## src/rtl/alu_ctrl_stage.sv

```systemverilog
// rtl/alu_ctrl_stage.sv - RV32I ID-side ALU control decode and ID/EX register
module alu_ctrl_stage (
  input  logic        clk,
  input  logic        reset,
  input  logic        id_valid,
  input  logic [31:0] id_instr,
  input  logic [31:0] id_pc,
  input  logic [31:0] id_rs1_data,
  input  logic [31:0] id_rs2_data,
  input  logic        stall,
  input  logic        flush,
  output logic        ex_valid,
  output logic [3:0]  ex_alucontrol,
  output logic [31:0] ex_srca,
  output logic [31:0] ex_srcb,
  output logic [31:0] ex_store_data,
  output logic        ex_is_branch,
  output logic [2:0]  ex_funct3,
  output logic        ex_illegal
);

  localparam logic [3:0] ALU_ADD  = 4'b0000;
  localparam logic [3:0] ALU_SUB  = 4'b0001;
  localparam logic [3:0] ALU_AND  = 4'b0010;
  localparam logic [3:0] ALU_OR   = 4'b0011;
  localparam logic [3:0] ALU_XOR  = 4'b0100;
  localparam logic [3:0] ALU_SLT  = 4'b0101;
  localparam logic [3:0] ALU_SLL  = 4'b0110;
  localparam logic [3:0] ALU_SRL  = 4'b0111;
  localparam logic [3:0] ALU_SRA  = 4'b1000;
  localparam logic [3:0] ALU_SLTU = 4'b1001;

  localparam logic [6:0] OP_R      = 7'b0110011;
  localparam logic [6:0] OP_I      = 7'b0010011;
  localparam logic [6:0] OP_LOAD   = 7'b0000011;
  localparam logic [6:0] OP_JALR   = 7'b1100111;
  localparam logic [6:0] OP_STORE  = 7'b0100011;
  localparam logic [6:0] OP_BRANCH = 7'b1100011;
  localparam logic [6:0] OP_LUI    = 7'b0110111;
  localparam logic [6:0] OP_AUIPC  = 7'b0010111;
  localparam logic [6:0] OP_JAL    = 7'b1101111;

  localparam logic [6:0] F7_ZERO = 7'b0000000;
  localparam logic [6:0] F7_ALT  = 7'b0100000;

  logic [6:0]  w_opcode;
  logic [2:0]  w_funct3;
  logic [6:0]  w_funct7;
  logic [31:0] w_imm_i;
  logic [31:0] w_imm_s;
  logic [31:0] w_imm_u;
  logic [31:0] w_shamt;
  logic        w_alt;
  logic [3:0]  w_f3_alu;

  logic        w_illegal;
  logic [3:0]  w_alu;
  logic [31:0] w_srca;
  logic [31:0] w_srcb;
  logic [31:0] w_store_data;
  logic        w_is_branch;

  logic        r_valid;
  logic [3:0]  r_alucontrol;
  logic [31:0] r_srca;
  logic [31:0] r_srcb;
  logic [31:0] r_store_data;
  logic        r_is_branch;
  logic [2:0]  r_funct3;
  logic        r_illegal;

  assign w_opcode = id_instr[6:0];
  assign w_funct3 = id_instr[14:12];
  assign w_funct7 = id_instr[31:25];
  assign w_imm_i  = {{20{id_instr[31]}}, id_instr[31:20]};
  assign w_imm_s  = {{20{id_instr[31]}}, id_instr[31:25], id_instr[11:7]};
  assign w_imm_u  = {id_instr[31:12], 12'b0};
  // Shift immediates carry only the shamt so funct7 bits never reach the ALU
  assign w_shamt  = {27'b0, id_instr[24:20]};
  assign w_alt    = (w_funct7 == F7_ALT);

  // Shared funct3 map for R-type and I-ALU; w_alt selects sub/sra
  always_comb begin
    w_f3_alu = ALU_ADD;
    case (w_funct3)
      3'b000:  w_f3_alu = w_alt ? ALU_SUB : ALU_ADD;
      3'b001:  w_f3_alu = ALU_SLL;
      3'b010:  w_f3_alu = ALU_SLT;
      3'b011:  w_f3_alu = ALU_SLTU;
      3'b100:  w_f3_alu = ALU_XOR;
      3'b101:  w_f3_alu = w_alt ? ALU_SRA : ALU_SRL;
      3'b110:  w_f3_alu = ALU_OR;
      default: w_f3_alu = ALU_AND;
    endcase
  end

  // Opcode decode into ALU code and operands; illegal decodes zero the payload
  always_comb begin
    w_illegal    = 1'b0;
    w_alu        = ALU_ADD;
    w_srca       = 32'b0;
    w_srcb       = 32'b0;
    w_store_data = 32'b0;
    w_is_branch  = 1'b0;
    case (w_opcode)
      OP_R: begin
        w_srca = id_rs1_data;
        w_srcb = id_rs2_data;
        w_alu  = w_f3_alu;
        if (!(w_funct7 == F7_ZERO ||
              (w_alt && (w_funct3 == 3'b000 || w_funct3 == 3'b101))))
          w_illegal = 1'b1;
      end
      OP_I: begin
        w_srca = id_rs1_data;
        w_srcb = w_imm_i;
        w_alu  = w_f3_alu;
        if (w_funct3 == 3'b000) begin
          w_alu = ALU_ADD;
        end else if (w_funct3 == 3'b001) begin
          w_srcb = w_shamt;
          if (w_funct7 != F7_ZERO) w_illegal = 1'b1;
        end else if (w_funct3 == 3'b101) begin
          w_srcb = w_shamt;
          if (!(w_funct7 == F7_ZERO || w_alt)) w_illegal = 1'b1;
        end
      end
      OP_LOAD, OP_JALR: begin
        w_srca = id_rs1_data;
        w_srcb = w_imm_i;
      end
      OP_STORE: begin
        w_srca       = id_rs1_data;
        w_srcb       = w_imm_s;
        w_store_data = id_rs2_data;
      end
      OP_BRANCH: begin
        w_alu       = ALU_SUB;
        w_srca      = id_rs1_data;
        w_srcb      = id_rs2_data;
        w_is_branch = 1'b1;
      end
      OP_LUI: begin
        w_srcb = w_imm_u;
      end
      OP_AUIPC: begin
        w_srca = id_pc;
        w_srcb = w_imm_u;
      end
      OP_JAL: begin
        w_srca = id_pc;
        w_srcb = 32'd4;
      end
      default: w_illegal = 1'b1;
    endcase
    if (w_illegal) begin
      w_alu        = ALU_ADD;
      w_srca       = 32'b0;
      w_srcb       = 32'b0;
      w_store_data = 32'b0;
      w_is_branch  = 1'b0;
    end
  end

  // ID/EX register: reset and flush both produce the all-zero bubble, stall holds
  always_ff @(posedge clk) begin
    if (reset || flush || (!stall && !id_valid)) begin
      r_valid      <= 1'b0;
      r_alucontrol <= ALU_ADD;
      r_srca       <= 32'b0;
      r_srcb       <= 32'b0;
      r_store_data <= 32'b0;
      r_is_branch  <= 1'b0;
      r_funct3     <= 3'b0;
      r_illegal    <= 1'b0;
    end else if (!stall) begin
      r_valid      <= 1'b1;
      r_alucontrol <= w_alu;
      r_srca       <= w_srca;
      r_srcb       <= w_srcb;
      r_store_data <= w_store_data;
      r_is_branch  <= w_is_branch;
      r_funct3     <= w_illegal ? 3'b0 : w_funct3;
      r_illegal    <= w_illegal;
    end
  end

  assign ex_valid      = r_valid;
  assign ex_alucontrol = r_alucontrol;
  assign ex_srca       = r_srca;
  assign ex_srcb       = r_srcb;
  assign ex_store_data = r_store_data;
  assign ex_is_branch  = r_is_branch;
  assign ex_funct3     = r_funct3;
  assign ex_illegal    = r_illegal;

endmodule
```

## config.mk

```make
export PLATFORM = sky130hd
export DESIGN_NAME = alu_ctrl_stage
export DESIGN_NICKNAME = d
export VERILOG_FILES = /design/src/rtl/alu_ctrl_stage.sv
export SDC_FILE = /design/constraint.sdc
export NUM_CORES = 1
export LEC_CHECK = 0
export CAP_MARGIN = 20
export CORE_MARGIN = 10
export CORE_UTILIZATION = 43
export DETAILED_ROUTE_END_ITERATION = 8
export GPL_TIMING_DRIVEN = 1
export PLACE_DENSITY = 0.86
export REMOVE_ABC_BUFFERS = 1
export SETUP_SLACK_MARGIN = 0.4
export SLEW_MARGIN = 10
export SYNTH_ARGS = -nofsm -noshare
export SYNTH_HDL_FRONTEND = slang
export SYNTH_SLANG_ARGS = --single-unit
```

## constraint.sdc

```tcl
create_clock -name clk -period 3.5 [get_ports clk]
set_clock_uncertainty 0.2 [all_clocks]
set_input_delay 0.7 -clock clk [delete_from_list [all_inputs] [get_ports clk]]
set_output_delay 0.7 -clock clk [all_outputs]
set_load 0.01 [all_outputs]
```

==> metrics <==
status=finished clean; # IOs=between 200 and 250; Max clock buf depth=2; most common cell after layout, fill and taps aside=clkdlybuf4s50_1; Pleak=between 2 and 2.5 nW; final wirelength=~18 mm; Synth warnings=0; share of the yosys chip area belonging to registers=a little under half; WP data required=about 3600 ps; Hold Path Class=flop to flop; Hold WS=263 ps; Final Wtd Congestion=approximately 0.89; Critical-path top delay cell=or4_4; layout cells sized above 1=9.63%; initial core utilization=roughly 44%; crit path DAT=3070 ps; synthesis-to-finish area growth=59.1%; full die area=15200 sq um; CTS tree=yes; Worst Path Buf+Inv=1; Flop pwr share=52.5%; global-route wire length before repair=27.0 mm; Worst setup EP type=flop; Max IR drop VDD=0.252 mV; synthesized cell area=around 4600 sq um; CTS resizes=0; RSZ-0062 raised after global routing=no; most frequent cells in the layout=237 x clkdlybuf4s50_1, 106 x dfxtp_1, 78 x nand2_1; largest net degree at the start of global routing=68; Period Utilization, post-route=between 80% and 90%; IO Port Bufs=between 200 and 250; crit-path max FO=30; Max Slew Vio Count=0; TritonRoute pass-1 iters=9; CP delay by family, top=simple AND/OR/NAND/NOR gates; initial antenna violation count=0; pre-CTS setup slack=approximately 140 ps; DRC=0; vias in the first global route=4915; detailed placement HPWL=13.7 mm; Antenna Nets Post-Route=0; antenna cells=0; gr ovfl total=0; maxcap violations=0; type of origin of the critical path=input pin; Die Y=roughly 120 um; CTS Buf Count=9; clock share of power=35.0%; Detailed Route Iter0 Violations=about 550; Synth Area per Inst=approximately 9 sq um; Net Sw Frac=around 25%; Combinational Power Share=12.5%; Clock Pin Slew Worst Setup and Hold Paths=about 100 ps; #FFs+latches synth=106; clock sinks=between 100 and 150; clk_lat worst skew=about 370 ps; fin nets=between 800 and 900; Setup violations, final=0; DR WL/cell=around 21 um; Pint=1.73 mW; std cell rows=37; Slew @ Worst Pin=between 700 and 800 ps; Root Buffer=clkbuf_8; Distinct cells, synth=41; Final Hold Viols=0; Cells after Synth=~510; Placeable Area=10400 sq um; Slew HR=a little under half; vias per cell=5.71; GRT Total Usage=approximately 22%; CP Cell Sequence=clkdlybuf4s50_1 > or4_4 > nor3_2 > a211oi_2 > or4_4 > a221oi_2; CP Class=input pin to flop; Die X=about 120 um; switching pwr=569 uW; Power Density=between 300 and 400 nW/um^2; Worst path most repeated cell=or4_4; Tmin final=2980 ps; fill count=799; f_max=about 0.34 GHz; CP peak stage delay=approximately 730 ps; htree depth=3; Post-CTS Setup Bufs=0; via count=around 5000; final setup margin=between 500 and 600 ps; hold_buf cts=0
==> path summary, 6_finish.rpt <==
kind	startpoint	endpoint	slack, ps	depth (start not counted)
worst max-delay path	id_instr[25]	ex_srcb[3]$_SDFFE_PP0N_	520	6
worst min-delay path	ex_srca[24]$_SDFFE_PP0N_	ex_srca[24]$_SDFFE_PP0N_	260	2
worst max register to register	ex_srcb[25]$_SDFFE_PP0N_	ex_srcb[25]$_SDFFE_PP0N_	2280	2
worst min register to register	ex_srca[24]$_SDFFE_PP0N_	ex_srca[24]$_SDFFE_PP0N_	260	2
==> state kept, by name, indices dropped and copies added, names as in the netlist <==
register       cells
ex_is_branch       1
ex_valid           1
ex_alucontrol      4
ex_illegal         1
ex_funct3          3
ex_srcb           32
ex_srca           32
ex_store_data     32
==> power groups by stage <==
stage               registers (mW)  clock network (mW)  logic (mW)
floorplan                     1.24                   0      0.0640
global placement              1.24                   0       0.279
detailed placement            1.24                   0       0.284
CTS                           1.21               0.831       0.285
global route                  1.21               0.869       0.306
finish                        1.21               0.807       0.288
==> per-layer routing <==
| metal | routed length, um | track usage (%) | part of all wire (%) |
|---|---|---|---|
| met1 | 6420 | 24.7 | 36 |
| met2 | 9910 | 41.5 | 55 |
| met3 | 1110 | 4.88 | 6.2 |
| met4 | 441 | 8.30 | 2.5 |
| met5 | 0 | 0 | 0 |
==> metrics by stage <==
step                      utilization [%]  area [sq um]  total power [mW]  TNS (ps)  std cells
final                                70.6          7320              2.30         0        863
after global routing                 70.6          7320              2.38         0        863
after CTS                            70.6          7320              2.32         0        863
after detailed placement             68.5          7110              1.52         0        847
after global placement               68.5          7110              1.52         0        847
after floorplan                         -          4380              1.30   -256810        454
==> worst reg2reg max path: stages, from the launching register on <==
cell and delay (ps):
dfxtp_1 350, a222oi_1 430, a221oi_2 100
==> area by class of cell <==
type | instances | area (sq um) | area share [%]
clock buffers | 10 | 138 | 1.88
clock inverters | 6 | 72.6 | 0.992
inverters | 5 | 18.8 | 0.256
multi-input cells | 343 | 2260 | 30.9
flip-flops and latches | 106 | 2120 | 29.0
well taps | 136 | 170 | 2.33
repair buffers | 257 | 2530 | 34.6
==> synth_stat cells, drive strengths merged <==
cell       n  share of area [%]
a211oi     7                1.3
a21oi      9               0.98
a221oi    34                9.6
a222oi    19                4.1
a22o       1               0.19
a22oi     65                 11
a2bb2oi    1               0.19
a31oi      1               0.14
and2       1               0.14
and3b      1               0.19
buf        7                1.2
clkbuf    44                3.7
dfxtp    106                 46
inv        5               0.41
nand2     79                6.5
nand2b     2               0.27
nand3      2               0.22
nand3b     2               0.33
nand4b     1               0.19
nor2      41                3.5
nor2b      4               0.54
nor3       5               0.65
nor3b      4               0.65
nor4       4               0.54
nor4b      1               0.19
o21ai     42                4.6
o311a      1               0.22
o31ai      6               0.98
o32a       1               0.22
or2        1               0.14
or3        3               0.41
or3b       1               0.19
or4        2               0.49
xor2       2               0.38
==> cell families (layout without fill, tap and decap cells) <==
group / after synthesis / in the layout / share of synthesized area (%)
xor gates and xnor gates: 2 / 2 / 0.381
AOI/OAI and AO/OA: 187 / 187 / 33.1
buffers and inverters: 56 / 278 / 5.25
and+or+nand+nor: 154 / 154 / 15.2
DFF: 106 / 106 / 46.1
Note: power is estimated with default switching activity, not from simulation.
